### config.mk
export PLATFORM = sky130hd
export DESIGN_NAME = fmul_round_pack_flat
export DESIGN_NICKNAME = d
export VERILOG_FILES = /design/src/rtl/fmul_round_pack_if.sv /design/src/rtl/fmul_round_pack.sv /design/src/flat_wrapper.sv
export SDC_FILE = /design/constraint.sdc
export NUM_CORES = 1
export LEC_CHECK = 0
export ABC_AREA = 1
export CORE_MARGIN = 1.5
export CORE_UTILIZATION = 58
export CTS_CLUSTER_SIZE = 40
export DETAILED_ROUTE_END_ITERATION = 16
export DONT_BUFFER_PORTS = 1
export PLACE_DENSITY_LB_ADDON = 0.08
export SYNTH_ARGS = -nofsm -noshare
export SYNTH_HDL_FRONTEND = slang
export SYNTH_SLANG_ARGS = --single-unit
export TNS_END_PERCENT = 50
### constraint.sdc
create_clock -name clk -period 1.95 [get_ports clk]
set_clock_uncertainty 0.2 [all_clocks]
set_input_delay 0.195 -clock clk [delete_from_list [all_inputs] [get_ports clk]]
set_output_delay 0.195 -clock clk [all_outputs]
set_load 0.01 [all_outputs]
### src/rtl/fmul_round_pack_if.sv
// Handshake/data bundle between FMUL, the round/pack stage and its consumer.
//   in_*  : unpacked FMUL result with valid/ready
//   out_* : packed IEEE754 word plus flags with valid/ready
// master : environment side (drives in_*, out_ready)
// slave  : round/pack stage side (drives in_ready, out_*)
interface fmul_round_pack_if;
  logic        in_valid;
  logic        in_ready;
  logic        in_sign;
  logic [7:0]  in_exp;
  logic [23:0] in_frac;
  logic        in_error;
  logic        in_overflow;

  logic        out_valid;
  logic        out_ready;
  logic [31:0] out_data;
  logic        out_overflow;
  logic        out_inexact;
  logic        out_error;

  modport master (
    output in_valid, in_sign, in_exp, in_frac, in_error, in_overflow, out_ready,
    input  in_ready, out_valid, out_data, out_overflow, out_inexact, out_error
  );

  modport slave (
    input  in_valid, in_sign, in_exp, in_frac, in_error, in_overflow, out_ready,
    output in_ready, out_valid, out_data, out_overflow, out_inexact, out_error
  );
endinterface

### src/rtl/fmul_round_pack.sv
// Round-to-nearest-even and IEEE754 packing stage behind the FMUL multiplier.
// Two-entry valid/ready pipeline: S1 registers the raw FMUL result, S2 registers
// the packed word and flags and drives the output side of the bus.
// Ports:
//   clk, rst      : clock, synchronous active-high reset
//   bus (slave)   : in_* handshake from FMUL, out_* handshake to consumer
//   cnt_clear     : synchronous clear of the exception counters
//   cnt_error     : saturating count of emitted NaN results
//   cnt_overflow  : saturating count of emitted overflow results
//   cnt_inexact   : saturating count of emitted inexact results
module fmul_round_pack #(
  parameter int unsigned CNT_W = 16,
  parameter logic [31:0] QNAN  = 32'h7FC00000
) (
  input  logic                clk,
  input  logic                rst,
  fmul_round_pack_if.slave    bus,
  input  logic                cnt_clear,
  output logic [CNT_W-1:0]    cnt_error,
  output logic [CNT_W-1:0]    cnt_overflow,
  output logic [CNT_W-1:0]    cnt_inexact
);

  localparam logic [CNT_W-1:0] CntOne = CNT_W'(1);
  localparam logic [CNT_W-1:0] CntMax = {CNT_W{1'b1}};

  // S1: raw FMUL result
  logic        s1_valid_q;
  logic        s1_sign_q;
  logic [7:0]  s1_exp_q;
  logic [23:0] s1_frac_q;
  logic        s1_error_q;
  logic        s1_overflow_q;

  // S2: packed result
  logic        s2_valid_q;
  logic [31:0] s2_data_q;
  logic        s2_overflow_q;
  logic        s2_inexact_q;
  logic        s2_error_q;

  logic [CNT_W-1:0] cnt_error_q, cnt_overflow_q, cnt_inexact_q;

  logic s2_load;
  logic in_fire;
  logic out_fire;

  assign s2_load  = !s2_valid_q || bus.out_ready;
  assign in_fire  = bus.in_valid && bus.in_ready;
  assign out_fire = s2_valid_q && bus.out_ready;

  assign bus.in_ready     = !s1_valid_q || s2_load;
  assign bus.out_valid    = s2_valid_q;
  assign bus.out_data     = s2_data_q;
  assign bus.out_overflow = s2_overflow_q;
  assign bus.out_inexact  = s2_inexact_q;
  assign bus.out_error    = s2_error_q;

  assign cnt_error    = cnt_error_q;
  assign cnt_overflow = cnt_overflow_q;
  assign cnt_inexact  = cnt_inexact_q;

  // Rounding datapath. Only the guard bit is available (no sticky), so a tie is
  // any set guard bit and ties go to the even mantissa.
  logic [22:0] mant;
  logic        guard;
  logic [23:0] mant_rnd;
  logic [7:0]  exp_inc;

  assign mant     = s1_frac_q[23:1];
  assign guard    = s1_frac_q[0];
  assign mant_rnd = {1'b0, mant} + {23'b0, guard & mant[0]};
  assign exp_inc  = s1_exp_q + 8'd1;

  logic [31:0] pk_data;
  logic        pk_overflow;
  logic        pk_inexact;
  logic        pk_error;

  always_comb begin
    pk_data     = 32'h0;
    pk_overflow = 1'b0;
    pk_inexact  = 1'b0;
    pk_error    = 1'b0;
    if (s1_error_q) begin
      pk_data  = QNAN;
      pk_error = 1'b1;
    end else if (s1_overflow_q) begin
      pk_data     = {s1_sign_q, 8'hFF, 23'h0};
      pk_overflow = 1'b1;
    end else if (s1_exp_q == 8'hFF) begin
      // Inf/NaN passes through unrounded
      pk_data = {s1_sign_q, 8'hFF, mant};
    end else if (s1_exp_q == 8'h00) begin
      // Flush-to-zero; anything nonzero was lost
      pk_data    = {s1_sign_q, 31'h0};
      pk_inexact = |s1_frac_q;
    end else begin
      pk_inexact = guard;
      if (mant_rnd[23]) begin
        // Mantissa carried out: renormalise, possibly into Inf
        if (exp_inc == 8'hFF) begin
          pk_data     = {s1_sign_q, 8'hFF, 23'h0};
          pk_overflow = 1'b1;
        end else begin
          pk_data = {s1_sign_q, exp_inc, 23'h0};
        end
      end else begin
        pk_data = {s1_sign_q, s1_exp_q, mant_rnd[22:0]};
      end
    end
  end

  always_ff @(posedge clk) begin
    if (rst) begin
      s1_valid_q     <= 1'b0;
      s1_sign_q      <= 1'b0;
      s1_exp_q       <= 8'h0;
      s1_frac_q      <= 24'h0;
      s1_error_q     <= 1'b0;
      s1_overflow_q  <= 1'b0;
      s2_valid_q     <= 1'b0;
      s2_data_q      <= 32'h0;
      s2_overflow_q  <= 1'b0;
      s2_inexact_q   <= 1'b0;
      s2_error_q     <= 1'b0;
      cnt_error_q    <= '0;
      cnt_overflow_q <= '0;
      cnt_inexact_q  <= '0;
    end else begin
      if (in_fire) begin
        s1_valid_q    <= 1'b1;
        s1_sign_q     <= bus.in_sign;
        s1_exp_q      <= bus.in_exp;
        s1_frac_q     <= bus.in_frac;
        s1_error_q    <= bus.in_error;
        s1_overflow_q <= bus.in_overflow;
      end else if (s2_load) begin
        s1_valid_q <= 1'b0;
      end

      if (s2_load) begin
        s2_valid_q <= s1_valid_q;
        if (s1_valid_q) begin
          s2_data_q     <= pk_data;
          s2_overflow_q <= pk_overflow;
          s2_inexact_q  <= pk_inexact;
          s2_error_q    <= pk_error;
        end
      end

      // Clear takes priority over a same-cycle increment
      if (cnt_clear) begin
        cnt_error_q    <= '0;
        cnt_overflow_q <= '0;
        cnt_inexact_q  <= '0;
      end else if (out_fire) begin
        if (s2_error_q && cnt_error_q != CntMax) begin
          cnt_error_q <= cnt_error_q + CntOne;
        end
        if (s2_overflow_q && cnt_overflow_q != CntMax) begin
          cnt_overflow_q <= cnt_overflow_q + CntOne;
        end
        if (s2_inexact_q && cnt_inexact_q != CntMax) begin
          cnt_inexact_q <= cnt_inexact_q + CntOne;
        end
      end
    end
  end

endmodule

### src/flat_wrapper.sv
// flat-port wrapper written by rule: the top's interface ports become plain ports
module fmul_round_pack_flat 
#(
  parameter int unsigned CNT_W = 16,
  parameter logic [31:0] QNAN  = 32'h7FC00000
)
  (clk, rst, cnt_clear, cnt_error, cnt_overflow, cnt_inexact, bus_in_valid, bus_in_sign, bus_in_exp, bus_in_frac, bus_in_error, bus_in_overflow, bus_out_ready, bus_in_ready, bus_out_valid, bus_out_data, bus_out_overflow, bus_out_inexact, bus_out_error);
  fmul_round_pack_if bus_i ();
  input  logic clk;
  input  logic rst;
  input  logic cnt_clear;
  output logic [CNT_W-1:0] cnt_error;
  output logic [CNT_W-1:0] cnt_overflow;
  output logic [CNT_W-1:0] cnt_inexact;
  input wire logic [$bits(bus_i.in_valid)-1:0] bus_in_valid;
  input wire logic [$bits(bus_i.in_sign)-1:0] bus_in_sign;
  input wire logic [$bits(bus_i.in_exp)-1:0] bus_in_exp;
  input wire logic [$bits(bus_i.in_frac)-1:0] bus_in_frac;
  input wire logic [$bits(bus_i.in_error)-1:0] bus_in_error;
  input wire logic [$bits(bus_i.in_overflow)-1:0] bus_in_overflow;
  input wire logic [$bits(bus_i.out_ready)-1:0] bus_out_ready;
  output wire logic [$bits(bus_i.in_ready)-1:0] bus_in_ready;
  output wire logic [$bits(bus_i.out_valid)-1:0] bus_out_valid;
  output wire logic [$bits(bus_i.out_data)-1:0] bus_out_data;
  output wire logic [$bits(bus_i.out_overflow)-1:0] bus_out_overflow;
  output wire logic [$bits(bus_i.out_inexact)-1:0] bus_out_inexact;
  output wire logic [$bits(bus_i.out_error)-1:0] bus_out_error;
  assign bus_i.in_valid = bus_in_valid;
  assign bus_i.in_sign = bus_in_sign;
  assign bus_i.in_exp = bus_in_exp;
  assign bus_i.in_frac = bus_in_frac;
  assign bus_i.in_error = bus_in_error;
  assign bus_i.in_overflow = bus_in_overflow;
  assign bus_i.out_ready = bus_out_ready;
  assign bus_in_ready = bus_i.in_ready;
  assign bus_out_valid = bus_i.out_valid;
  assign bus_out_data = bus_i.out_data;
  assign bus_out_overflow = bus_i.out_overflow;
  assign bus_out_inexact = bus_i.out_inexact;
  assign bus_out_error = bus_i.out_error;
  fmul_round_pack #(.CNT_W(CNT_W), .QNAN(QNAN)) u_core (.clk(clk), .rst(rst), .bus(bus_i), .cnt_clear(cnt_clear), .cnt_error(cnt_error), .cnt_overflow(cnt_overflow), .cnt_inexact(cnt_inexact));
endmodule
Word level (Yosys, flattened, before mapping)
Index checks and enable logic that the tools add are counted.

word-level totals
  register bits = 120
  output and inout port bits = 85
  word-level logic and storage cells = 61
  memories = 0
  latch bits = 0
  memory bits (read-only) = 0
  memory bits (writable) = 0

cells by class
  bitwise logic cells = 1
  add/subtract/negate cells = 5
  divide/modulo/power cells = 0
  shifts and indexed selects = 0
  equality and inequality tests = 5
  reduce and logical (&&, ||, !) cells = 17
  mux-type cells = 19
  multipliers = 0
  $lt $le $gt $ge = 0

operators with widths
  operator                 number
  $mux W31                 5
  $add A16 B1 Y16 const B  3
  $ne A16 B16 Y1 const B   3
  $mux W32                 1
  $add A23 B1 Y24          1
  $reduce_or A24 Y1        1
  $eq A8 B8 Y1 const B     2
  $mux W1                  13
  $add A8 B1 Y8 const B    1
  $logic_not A8 Y1         1
  $reduce_and A2 Y1        4
  $logic_and A1 B1 Y1      5
  $logic_not A1 Y1         2
  $logic_or A1 B1 Y1       2
  $reduce_bool A2 Y1       1
  $reduce_or A2 Y1         1
  $and A1 B1 Y1            1

Logic depth before layout (Yosys ltp)
Gate-level depths: netlist of the first run.

  depth in word-level cells = 8
  gate-level depth with buffers = 12
  depth with buffers taken out = 12

Worst setup path before layout of the first run
No wires, ideal clock.

  path kind = reg-to-reg
  start point = register u_core.cnt_overflow_q[0], in the netlist u_core.cnt_overflow[0]
  end point = register u_core.cnt_overflow_q[0], in the netlist u_core.cnt_overflow[0]
  library setup time = 128 ps
  data arrival time = 1645 ps
  path slack = -23 ps
  path buffers = 1
  stages on the path, launching flop included = 10
  cell sequence = dfxtp_1 > ha_1 > nand2_1 > nor3_2 > inv_2 > o21ai_4 > inv_2 > buf_2 > o21ai_1 > a21oi_1

between the ends
  longest elaborated chain between the ends = 3
  elaborated cells on any way between the ends = 4
  classes of those cells = add/sub (1); eq/ne (1); reduce/logical (2)

RTL lines
  element                                                  line                    RTL
  from (decl)                                              fmul_round_pack.sv:42   logic [CNT_W-1:0] cnt_error_q, cnt_overflow_q, cnt_inexact_q;
  from (signal assigned)                                   fmul_round_pack.sv:162  cnt_overflow_q <= cnt_overflow_q + CntOne;
  branches (longest 3 deep; another with $add A16 B1 Y16)  n/a

Several ways; the timed one is not identified.
A chain may end at the register's enable or synchronous reset.

Final worst setup path of the first run
  start point = register u_core.cnt_inexact_q[1], in the netlist u_core.cnt_inexact[1]
  end point = register u_core.cnt_inexact_q[3], in the netlist u_core.cnt_inexact[3]

between the ends
  longest elaborated chain between the ends = 3
  elaborated cells on any way between the ends = 4
  classes of those cells = add/sub (1); eq/ne (1); reduce/logical (2)

RTL lines
  element                                                  line                    RTL
  from (decl)                                              fmul_round_pack.sv:42
  from (signal assigned)                                   fmul_round_pack.sv:165  cnt_inexact_q <= cnt_inexact_q + CntOne;
  branches (longest 3 deep; another with $add A16 B1 Y16)  n/a

Several ways; the timed one is not identified.

==> summary.txt, run 1 <==
Run status
  • Status: complete, but fails checks
  • Failing checks: hold timing

Timing
  • Hold Fails Final Rpt: 26
  • Final period util: 0.974
  • Slew Limit Fails: 0
  • Rel. slew slack: 0.488
  • Worst Max-Slew Pin Slew: 0.767 ns
  • TNS Setup: 0 ns
  • Fin worst setup slack: 0.0513 ns
  • FMAX: 527 MHz
  • Fin Hold WS: -0.469 ns
  • Setup-failing EPs final: 0
  • Minimum clock period: 1.90 ns

GRT
  • Vias in the first global route: 6012
  • Gr usage total: 0.314
  • Initial antenna violation count: 0
  • Largest net degree at the start of global routing: 55
  • Global-route wire length before repair: 28.3 mm
  • GRT overflow: 0

Job
  • Max Cap Viol: 0

Floorplan
  • Core area: 10700 µm²
  • Die area: 11600 µm²
  • Starting Density: 0.592
  • Chip width: 108 µm
  • # IOs: 125
  • Die height: 108 µm
  • Site Rows: 38

Synth
  • Syn nets: 940
  • Synth top cells by count: 182 x nand2_1, 120 x dfxtp_1, 109 x nor2_1, 89 x a21oi_1, 84 x inv_1
  • Cell variety after synth: 45
  • Synthesized instance count: 893
  • Synthesized flop and latch total: 120
  • Cells taking the most area after synthesis: dfxtp_1 38%, nand2_1 11%, a21oi_1 7.0%
  • Ys async rst share: 0
  • Cell area after synthesis: 6360 µm²
  • Top cell type's share of synthesized area: 0.378
  • Syn avg cell area: 7.12 µm²
  • Most frequent cell after synthesis: nand2_1
  • Post-synth top area cell: dfxtp_1
  • Post-synth EDFFs: 0
  • Dominant synthesized flop cell: dfxtp_1
  • Sequential element share of the synthesized area: 0.378
  • Synth warn: 0

Finish
  • Layout Nets: 1065
  • Layout Cells excl Fill: 1171
  • Register area: 2420 µm²
  • Fill count: 804
  • N_diodes: 0
  • Multi-input gate area in the final layout: 3570 µm²
  • Syn-to-layout area delta: 30.3%
  • Finished Cell Area: 8290 µm²
  • Layout cells sized above 1: 0.214

Power
  • Lkg Pwr: 3.32 nW
  • Max VDD drop: 0.000600 V
  • Power per cell area: 740 nW/µm²

Drt
  • Routed WL: 18.3 mm
  • Via density: 5.49
  • Antenna Nets Post-Route: 0
  • # DRC: 0
  • Vias: 6432
  • Wire per inst: 15.6 µm
  • First-pass DRT Iterations: 5
  • DRT iter0 DRCs: 493

Hold path
  • Hold crit path type: in -> reg
  • Critical hold path startpoint: rst

CTS
  • TritonCTS clock tree: done
  • CTS Buffer Depth: 2
  • H-tree levels: 4
  • Hold_buf cts: 44
  • CTS root buffer: clkbuf_8
  • CTS buffer count: 17
  • Clk slew on worst S/H paths: 0.06 ns
  • Skew-Pair Late Insertion Delay: 0.53 ns
  • Clock sinks: 120

Worst setup path
  • Critical setup path kind: reg -> reg
  • Startpoint types: flop
  • Worst path arrival time: 2.11 ns
  • CP Data Required Time: 2.16 ns
  • CP startpoint: u_core.cnt_inexact[1]$_SDFFE_PP0P_
  • Reg-to-Reg Start: u_core.cnt_inexact[1]$_SDFFE_PP0P_
  • Critical path fanouts, max: 8
  • Crit. End Element: flop

Placed design
  • Dpl cells: 1084
  • PortBufs: 0
  • Dpl cell area: 7030 µm²
  • Detail Placement HPWL: 12.9 mm
  • GP Congestion: 0.979
  • Pre-CTS WS: -0.00333 ns
[power breakdown]
group	leakage, nW	total (mW)	internal, mW	switching, mW
clock	0.271	2.91	1.81	1.10
combinational	2.07	0.578	0.241	0.337
sequential	0.983	2.64	2.54	0.0998
[worst max-delay path: stages, from the launching register on]
cell	delay, ns
dfxtp_2	0.36
ha_4	0.15
nand2_2	0.08
nor2_4	0.14
nand2_2	0.09
nor2_4	0.13
nand3_2	0.08
nand2_2	0.12
buf_12	0.13
nor2_1	0.06
o21ai_1	0.17
a21oi_1	0.07
[repair_timing]
item,CTS,global route
resized for setup,4,46
setup buffers,0,9
pin swaps,0,18
hold endpoints to repair,102,26
endpoints found under the setup margin,7,58
gates cloned,0,2
[cells by family (layout without fill, tap and decap cells)]
group           after synthesis  count (layout)  share of synthesized area
flops                       120             120                      0.378
buf+inv                     130             267                     0.0815
fa+ha+maj                     7               7                     0.0138
compound gates              183             183                      0.157
simple gates                422             423                      0.317
xor+xnor                     31              31                     0.0521
[cells in the final DEF, fill, tap and decap left out, drive strengths merged]
cell type,count
clkinvlp,2
and2,2
a21oi,100
inv,102
nor3,16
xor2,24
and3,2
nand3,54
o31ai,2
or2,2
dlygate4sd3,44
nand4,22
a31oi,2
buf,88
clkinv,5
o21ai,72
xnor2,7
dfxtp,120
o21a,2
nor3b,1
nor2,116
o211ai,2
o21bai,1
nand3b,3
clkbuf,25
nor4,5
ha,7
nand2,200
a211oi,2
bufinv,1
[sequential cells by signal, indices dropped and copies added, names as in the netlist, 8 cells and up]
name	count
u_core.bus.out_data	32
u_core.cnt_error	16
u_core.cnt_inexact	16
u_core.cnt_overflow	16
u_core.s1_exp_q	8
u_core.s1_frac_q	24
[metal layers]
layer,global-route usage,part of all wire
met2,0.527,0.49
met5,0,0
met3,0.0950,0.067
met4,0.114,0.024
met1,0.378,0.42
[cell type report]
cell class | instances | area share
Inverter | 102 | 0.0474
Tap cell | 140 | 0.0211
Clock buffer | 24 | 0.0580
Timing Repair Buffer | 133 | 0.142
Multi-Input combinational cell | 644 | 0.431
Clock inverter | 8 | 0.00845
Sequential cell | 120 | 0.292
[path summary, 6_finish.rpt]
| check | endpoint | slack [ns] | depth (start not counted) |
|---|---|---|---|
| worst max register to register | u_core.cnt_inexact[3]$_SDFFE_PP0P_ | 0.05 | 11 |
| worst min register to register | u_core.bus.out_data[31]$_SDFFE_PP0P_ | 0.25 | 2 |
| worst max-delay path | u_core.cnt_inexact[3]$_SDFFE_PP0P_ | 0.05 | 11 |
| worst min-delay path | u_core.bus.out_data[20]$_SDFFE_PP0P_ | -0.47 | 1 |
[stage by stage]
stage          utilization  power [mW]
5_1_grt              0.771        6.34
3_3_place_gp         0.655        3.16
2_1_floorplan            -        3.01
3_5_place_dp         0.655        3.17
6_report             0.771        6.14
4_1_cts              0.748        6.13
No activity file was read; power rests on OpenSTA's default activity.
==> inputs of run 2 (changes only) <==
--- a/config.mk
+++ b/config.mk
@@ -8,10 +8,12 @@
 export ABC_AREA = 1
 export CORE_MARGIN = 1.5
 export CORE_UTILIZATION = 58
+export CTS_CLUSTER_DIAMETER = 100
 export CTS_CLUSTER_SIZE = 40
 export DETAILED_ROUTE_END_ITERATION = 16
 export DONT_BUFFER_PORTS = 1
 export PLACE_DENSITY_LB_ADDON = 0.08
+export SETUP_SLACK_MARGIN = 0.5
 export SYNTH_ARGS = -nofsm -noshare
 export SYNTH_HDL_FRONTEND = slang
 export SYNTH_SLANG_ARGS = --single-unit
==> constraint.sdc (replaced) <==
create_clock -name clk -period 1.95 [get_ports clk]
set_clock_uncertainty 0.2 [all_clocks]
set_input_delay 0.195 -clock clk [delete_from_list [all_inputs] [get_ports clk]]
set_output_delay 0.195 -clock clk [all_outputs]
set_load 0.1 [all_outputs]
==> summary.txt, run 2 <==
Run status
  • Fail Step: global routing (5_1_grt)
  • Status: aborted with a tool error
  • Stop Error: [ERROR DPL-0038] Utilization greater than 100%, impossible to legalize

Synth
  • Syn nets: 940 (unchanged)
  • Sequential element share of the synthesized area: 0.378 (unchanged)
  • Synth top cells by count: 182 x nand2_1, 120 x dfxtp_1, 109 x nor2_1, 89 x a21oi_1, 84 x inv_1
  • Synthesized flop and latch total: 120 (unchanged)
  • Top cell type's share of synthesized area: 0.378 (unchanged)
  • Synthesized instance count: 893 (unchanged)
  • Cell area after synthesis: 6360 µm² (unchanged)
  • Post-synth top area cell: dfxtp_1
  • Synth warn: 0 (unchanged)
  • Dominant synthesized flop cell: dfxtp_1
  • Cell variety after synth: 45 (unchanged)
  • Post-synth EDFFs: 0 (unchanged)
  • Cells taking the most area after synthesis: dfxtp_1 38%, nand2_1 11%, a21oi_1 7.0%
  • Syn avg cell area: 7.12 µm² (unchanged)
  • Most frequent cell after synthesis: nand2_1
  • Ys async rst share: 0 (unchanged)

Timing
  • Worst ep type: sequential cell input
  • Worst_ep grt: u_core.cnt_error[5]$_SDFFE_PP0P_/D

Floorplan
  • # IOs: 125 (unchanged)
  • Die height: 108 µm (unchanged)
  • Starting Density: 0.592 (unchanged)
  • Site Rows: 38 (unchanged)
  • Chip width: 108 µm (unchanged)

Placed design
  • PortBufs: 0 (unchanged)
  • GP Congestion: 0.938 (-4.1%)
  • Detail Placement HPWL: 13.2 mm (+2.3%)
  • Pre-CTS WS: -0.0218 ns (-0.0184 ns)

CTS
  • CTS root buffer: clkbuf_8
  • CTS buffer count: 17 (unchanged)
  • Clock sinks: 120 (unchanged)
  • H-tree levels: 4 (unchanged)
  • CTS Buffer Depth: 2 (unchanged)

GRT
  • Largest net degree at the start of global routing: 44
-- run 2: cell counts after synthesis --
No cell type changed its count.
-- run 2: cell families after synthesis --
| family | Yosys count | share of synthesized area |
|---|---|---|
| adder cells (fa/ha/maj) | 7 | 0.0138 |
| AO/OA/AOI/OAI | 183 | 0.157 |
| buffers and inverters | 130 | 0.0815 |
| XOR/XNOR | 31 | 0.0521 |
| AND/OR/NAND/NOR | 422 | 0.317 |
| flip-flops | 120 | 0.378 |
-- run 2: through the flow --
step,area [µm²],utilization,cells
after CTS,9830,0.915,1246
after detailed placement,7600,0.707,1127
after global placement,7600,0.707,1127
after floorplan,6700,-,893
-- run 2: repair_timing --
| item | CTS |
|---|---|
| cloned | 3 |
| pin swaps | 54 |
| resized for setup | 226 |
| buffers inserted | 45 |
| hold buffers | 39 |
| endpoints found under the hold margin | 99 |
| endpoints found under the setup margin | 193 |
==> inputs of run 3 (changes only) <==
--- a/config.mk
+++ b/config.mk
@@ -7,13 +7,10 @@
 export LEC_CHECK = 0
 export ABC_AREA = 1
 export CORE_MARGIN = 1.5
-export CORE_UTILIZATION = 58
-export CTS_CLUSTER_DIAMETER = 100
-export CTS_CLUSTER_SIZE = 40
+export CORE_UTILIZATION = 40
 export DETAILED_ROUTE_END_ITERATION = 16
 export DONT_BUFFER_PORTS = 1
-export PLACE_DENSITY_LB_ADDON = 0.08
-export SETUP_SLACK_MARGIN = 0.5
+export PLACE_DENSITY_LB_ADDON = 0.15
 export SYNTH_ARGS = -nofsm -noshare
 export SYNTH_HDL_FRONTEND = slang
 export SYNTH_SLANG_ARGS = --single-unit
==> constraint.sdc (replaced) <==
create_clock -name clk -period 2.5 [get_ports clk]
set_clock_uncertainty 0.2 [all_clocks]
set_input_delay 0.25 -clock clk [delete_from_list [all_inputs] [get_ports clk]]
set_output_delay 0.25 -clock clk [all_outputs]
set_load 0.1 [all_outputs]
==> summary.txt, run 3 (synthesis results as in run 1) <==
Run status
  • Status: completed

GRT
  • Gr usage total: 0.215
  • Initial antenna violation count: 0
  • Largest net degree at the start of global routing: 65
  • Vias in the first global route: 5588
  • Global-route wire length before repair: 27.9 mm
  • GRT overflow: 0

Worst setup path
  • Critical path fanouts, max: 26
  • Reg-to-Reg Start: u_core.s1_exp_q[0]$_SDFFE_PP0P_
  • CP Data Required Time: 2.65 ns
  • Crit. End Element: flop
  • Startpoint types: flop
  • Worst path arrival time: 2.36 ns
  • Setup slack, reg-to-reg: 0.29 ns
  • Critical setup path kind: reg -> reg
  • R2R Path End: u_core.bus.out_data[5]$_SDFFE_PP0P_
  • Worst R2R Path Depth: 9

Hold path
  • Hold crit path type: in -> reg
  • Hold Path End: u_core.s1_exp_q[5]$_SDFFE_PP0P_
  • Critical hold path startpoint: bus_in_valid
  • WHS Path Cells: 3

Power
  • Sw Share: 0.272
  • Power per cell area: 615 nW/µm²
  • Total power draw: 5.02 mW
  • Clock share of power: 0.471
  • Switching pwr: 1.37 mW
  • Max VDD drop: 0.000494 V
  • Combinational share of power: 0.119
  • Reg power frac: 0.410
  • Pint: 3.65 mW
  • Lkg Pwr: 3.29 nW

Drt
  • Routed WL: 17.3 mm
  • Wire per inst: 14.0 µm
  • Via density: 4.88
  • DRT iter0 DRCs: 263
  • Antenna Nets Post-Route: 0
  • First-pass DRT Iterations: 5
  • Vias: 6040
  • # DRC: 0

Finish
  • Syn-to-layout area delta: 28.4%
  • Final Util: 0.531
  • Finished Cell Area: 8160 µm²
  • Commonest cells after routing, fill and taps aside: 181 x nand2_1, 114 x dfxtp_1, 109 x nor2_1, 90 x buf_4, 89 x a21oi_1
  • Layout Nets: 1060
  • Most common cell after layout, fill and taps aside: nand2_1
  • Layout cells sized above 1: 0.195
  • N_diodes: 0
  • Max reg flops: 32

Floorplan
  • Site Rows: 45 (+18%)
  • Core area: 15400 µm²
  • Starting Density: 0.414 (-0.178)
  • Die area: 16700 µm²
  • # IOs: 125 (unchanged)
  • Die height: 129 µm (+20%)
  • Chip width: 129 µm (+20%)

CTS
  • Clock sinks: 120 (unchanged)
  • CTS root buffer: clkbuf_16
  • Post-CTS resize count: 0 (-100%)
  • Hold_buf cts: 38 (-2.6%)
  • Clk slew on worst S/H paths: 0.06 ns
  • CTS buffer count: 17 (unchanged)
  • TritonCTS clock tree: done
  • CTS Buffer Depth: 2 (unchanged)
  • Number of setup buffers added after CTS: 0 (-100%)
  • Skew-Pair Late Insertion Delay: 0.42 ns
  • H-tree levels: 4 (unchanged)

Timing
  • Hold Fails Final Rpt: 0
  • TNS Setup: 0 ns
  • Rel. slew slack: 0.487
  • Fin worst setup slack: 0.287 ns
  • Slew Limit Fails: 0
  • Final period util: 0.885
  • Unrepaired setup endpoints after global routing: no
  • Minimum clock period: 2.21 ns
  • Setup-failing EPs final: 0
  • FMAX: 452 MHz
  • Worst Max-Slew Pin Slew: 0.768 ns

Placed design
  • Dpl cell area: 7200 µm² (-5.2%)
  • Detail Placement HPWL: 12.9 mm (-2.4%)
  • Pre-CTS WS: 0.297 ns (+0.319 ns)
  • PortBufs: 0 (unchanged)
  • GP Congestion: 0.899 (-4.2%)

Job
  • Max Cap Viol: 0
run 3: power by group through the flow:
stage          clock [mW]  sequential [mW]  combinational (mW)
2_1_floorplan           0             2.25               0.264
3_3_place_gp            0             2.10               0.538
3_5_place_dp            0             2.10               0.539
4_1_cts              2.40             2.06               0.597
5_1_grt              2.49             2.07               0.647
6_report             2.36             2.06               0.597
run 3: final cells by class:
| type | instances | area [µm²] |
|---|---|---|
| Multi-Input combinational cell | 643 | 3450 |
| Timing Repair Buffer | 129 | 1090 |
| Tap cell | 211 | 264 |
| Inverter | 102 | 385 |
| Clock buffer | 25 | 505 |
| Sequential cell | 120 | 2410 |
| Clock inverter | 7 | 66.3 |
| Fill cell | 1507 | 7210 |
run 3: how the worst max path moves through the flow:
| stage | to | cells past startpoint | start | slack [ns] |
|---|---|---|---|---|
| 3_3_place_gp | u_core.bus.out_data[7]$_SDFFE_PP0P_ | 9 | u_core.s1_exp_q[0]$_SDFFE_PP0P_ | 0.36 |
| 4_1_cts | u_core.bus.out_data[5]$_SDFFE_PP0P_ | 9 | u_core.s1_exp_q[0]$_SDFFE_PP0P_ | 0.28 |
| 2_1_floorplan | u_core.cnt_inexact[9]$_SDFFE_PP0P_ | 11 | u_core.cnt_inexact[0]$_SDFFE_PP0P_ | -0.15 |
| 6_report | u_core.bus.out_data[5]$_SDFFE_PP0P_ | 9 | u_core.s1_exp_q[0]$_SDFFE_PP0P_ | 0.29 |
| 3_5_place_dp | u_core.bus.out_data[5]$_SDFFE_PP0P_ | 9 | u_core.s1_exp_q[0]$_SDFFE_PP0P_ | 0.30 |
| 5_1_grt | u_core.bus.out_data[4]$_SDFFE_PP0P_ | 9 | u_core.s1_exp_q[0]$_SDFFE_PP0P_ | 0.12 |
run 3: per-stage QoR:
stage	hold slack (ns)	cells
3_5_place_dp	0.125	1167
3_3_place_gp	0.123	1167
6_report	0.0491	1237
4_1_cts	0.0382	1237
5_1_grt	0.0732	1237
2_1_floorplan	0.217	893
run 3: critical path, cell delays in order, from the launching register on:
cell	delay, ns
dfxtp_1	0.39
ha_1	0.24
nand2_2	0.10
nor2_4	0.13
nand3_4	0.27
nand2_4	0.22
nand2_4	0.08
inv_4	0.26
nand2_1	0.11
a21oi_1	0.13
run 3: per-layer routing:
layer / part of all wire / GRT usage / vias to the layer above / wire [µm]
met5: 0 / 0 / - / 0
met4: 0.011 / 0.0661 / 0 / 191
met3: 0.057 / 0.0566 / 11 / 992
met2: 0.45 / 0.337 / 147 / 7770
met1: 0.48 / 0.292 / 2724 / 8350
li1: - / - / 3158 / -
==> inputs of run 4 (changes only) <==
--- a/config.mk
+++ b/config.mk
@@ -6,8 +6,11 @@
 export NUM_CORES = 1
 export LEC_CHECK = 0
 export ABC_AREA = 1
+export CELL_PAD_IN_SITES_DETAIL_PLACEMENT = 2
+export CELL_PAD_IN_SITES_GLOBAL_PLACEMENT = 2
 export CORE_MARGIN = 1.5
-export CORE_UTILIZATION = 40
+export CORE_UTILIZATION = 35
+export CTS_CLUSTER_SIZE = 20
 export DETAILED_ROUTE_END_ITERATION = 16
 export DONT_BUFFER_PORTS = 1
 export PLACE_DENSITY_LB_ADDON = 0.15
==> summary.txt, run 4 (synthesis results as in run 1) <==
Timing
  • Hold Fails Final Rpt: 0 (unchanged)
  • Worst Max-Slew Pin Slew: 0.805 ns (+0.0365 ns)
  • Slew Limit Fails: 0 (unchanged)
  • Unrepaired setup endpoints after global routing: no
  • Final period util: 0.937 (+0.0515)
  • Setup-failing EPs final: 0 (unchanged)
  • FMAX: 427 MHz (-5.5%)
  • TNS Setup: 0 ns (unchanged)
  • Minimum clock period: 2.34 ns (+0.129 ns)
  • Rel. slew slack: 0.463 (-0.0243)

Finish
  • Commonest cells after routing, fill and taps aside: 181 x nand2_1, 114 x dfxtp_1, 109 x nor2_1, 92 x buf_4, 89 x a21oi_1
  • Max reg flops: 32 (unchanged)
  • Layout Nets: 1062 (+0.19%)
  • N_diodes: 0 (unchanged)
  • Most common cell after layout, fill and taps aside: nand2_1
  • Layout cells sized above 1: 0.198 (+0.00273)
  • Final Util: 0.461 (-0.0700)
  • Syn-to-layout area delta: 29.8%

Power
  • Power per cell area: 644 nW/µm² (+4.8%)
  • Total power draw: 5.32 mW (+6.0%)
  • Max VDD drop: 0.000526 V (+6.5%)
  • Lkg Pwr: 3.33 nW (+1.1%)

Floorplan
  • Core area: 17900 µm² (+16%)
  • # IOs: 125 (unchanged)
  • Site Rows: 49 (+8.9%)
  • Die height: 138 µm (+6.7%)
  • Chip width: 138 µm (+6.7%)
  • Starting Density: 0.355 (-0.0585)
  • Die area: 19000 µm² (+14%)

Worst setup path
  • Critical path fanouts, max: 22 (-15%)
  • CP peak stage delay: 0.40 ns (about the same)
  • Startpoint types: flop
  • Worst path arrival time: 2.49 ns (+0.13 ns)
  • Reg-to-Reg Start: u_core.s1_exp_q[0]$_SDFFE_PP0P_
  • Slowest-stage cell, CP: dfxtp_1
  • Crit. End Element: flop
  • R2R Path End: u_core.bus.out_data[0]$_SDFFE_PP0P_
  • Setup slack, reg-to-reg: 0.16 ns (-0.13 ns)
  • Critical setup path kind: reg -> reg
  • Worst R2R Path Depth: 9 (unchanged)
  • Sequence of cells on the critical path: ha_1, nand2_2, nor2_4, nand3_4, nand2_4, nand2_4, inv_4, nand2_1, a21oi_1
  • CP Data Required Time: 2.65 ns (about the same)
  • Most common cell on crit path: nand2_4

CTS
  • Clk slew on worst S/H paths: 0.06 ns (about the same)
  • Skew-Pair Late Insertion Delay: 0.42 ns (about the same)
  • CTS root buffer: clkbuf_16
  • CTS Buffer Depth: 2 (unchanged)
  • Clock sinks: 120 (unchanged)
  • H-tree levels: 4 (unchanged)
  • Number of setup buffers added after CTS: 0 (unchanged)
  • TritonCTS clock tree: done
  • CTS buffer count: 17 (unchanged)
  • Hold_buf cts: 38 (unchanged)
  • Post-CTS resize count: 0 (unchanged)

GRT
  • Global-route wire length before repair: 38.7 mm (+39%)
  • Largest net degree at the start of global routing: 65 (unchanged)
  • Vias in the first global route: 7371 (+32%)
  • Gr usage total: 0.266 (+0.0510)
  • Initial antenna violation count: 0 (unchanged)
  • GRT overflow: 0 (unchanged)

Placed design
  • GP Congestion: 0.925 (+2.9%)
  • PortBufs: 0 (unchanged)
  • Detail Placement HPWL: 17.4 mm (+35%)

Drt
  • Antenna Nets Post-Route: 0 (unchanged)
  • Wire per inst: 19.5 µm (+40%)
  • First-pass DRT Iterations: 4 (-1)
  • # DRC: 0 (unchanged)
  • Vias: 6579 (+8.9%)
  • Routed WL: 24.5 mm (+42%)
  • DRT iter0 DRCs: 249 (-5.3%)
  • Via density: 5.24 (+7.3%)

Hold path
  • Critical hold path startpoint: bus_in_valid
  • Hold crit path type: in -> reg
  • Hold Path End: u_core.s1_valid_q$_SDFFE_PP0P_
  • WHS Path Cells: 3 (unchanged)

Run status
  • Status: completed

Job
  • Max Cap Viol: 0 (unchanged)
run 4: cell count changes in the layout (fill, tap and decap cells not counted):
cell and delta:
buf_4 +2, bufinv_16 +2, clkbuf_1 -2, clkbuf_8 +1, clkinv_2 -1, clkinvlp_4 -1
run 4: critical path: cells and delay by family, from the launching register on:
kind	cells	cell delay, ns
compound gates	1	0.14
buf+inv	1	0.28
flops	1	0.40
simple gates	6	0.98
fa+ha+maj	1	0.26
run 4: metrics by stage:
stage / setup WS (ns) / instance area (µm²) / cells / hold WS, ns
after floorplan: -0.148 / 6370 / 893 / 0.217
after global placement: 0.292 / 7240 / 1187 / 0.125
after detailed placement: 0.170 / 7240 / 1187 / 0.126
after CTS: 0.155 / 8250 / 1256 / 0.0673
after global routing: 0.00139 / 8250 / 1256 / 0.0797
final: 0.158 / 8250 / 1256 / 0.0586
run 4: area by class of cell:
cell class,count,area (µm²)
multi-input combinational,643,3450
fill,2047,9650
timing repair buffer,131,1100
clock buffer,24,512
sequential,120,2410
clock inverter,7,114
tap,229,287
inverter,102,385
run 4: power by group:
group | leakage [nW] | internal (mW) | switching, mW | total (mW)
clock | 0.312 | 1.72 | 0.905 | 2.62
sequential | 0.982 | 1.98 | 0.0843 | 2.07
combinational | 2.03 | 0.175 | 0.451 | 0.626
run 4: worst max path at each step:
stage / cells past startpoint / start / endpoint
detailed placement: 9 / u_core.s1_exp_q[0]$_SDFFE_PP0P_ / u_core.bus.out_data[5]$_SDFFE_PP0P_
finish: 9 / u_core.s1_exp_q[0]$_SDFFE_PP0P_ / u_core.bus.out_data[0]$_SDFFE_PP0P_
floorplan: 11 / u_core.cnt_inexact[0]$_SDFFE_PP0P_ / u_core.cnt_inexact[9]$_SDFFE_PP0P_
global route: 9 / u_core.s1_exp_q[0]$_SDFFE_PP0P_ / u_core.bus.out_data[0]$_SDFFE_PP0P_
global placement: 9 / u_core.s1_exp_q[0]$_SDFFE_PP0P_ / u_core.bus.out_data[5]$_SDFFE_PP0P_
CTS: 9 / u_core.s1_exp_q[0]$_SDFFE_PP0P_ / u_core.bus.out_data[0]$_SDFFE_PP0P_
run 4: metal layers:
| metal | vias to the layer above | global-route usage | wire [µm] |
|---|---|---|---|
| li1 | 3147 | - | - |
| met1 | 3261 | 0.293 | 10100 |
| met2 | 135 | 0.506 | 13100 |
| met3 | 36 | 0.0567 | 774 |
| met4 | 0 | 0.0828 | 520 |
| met5 | - | 0 | 0 |
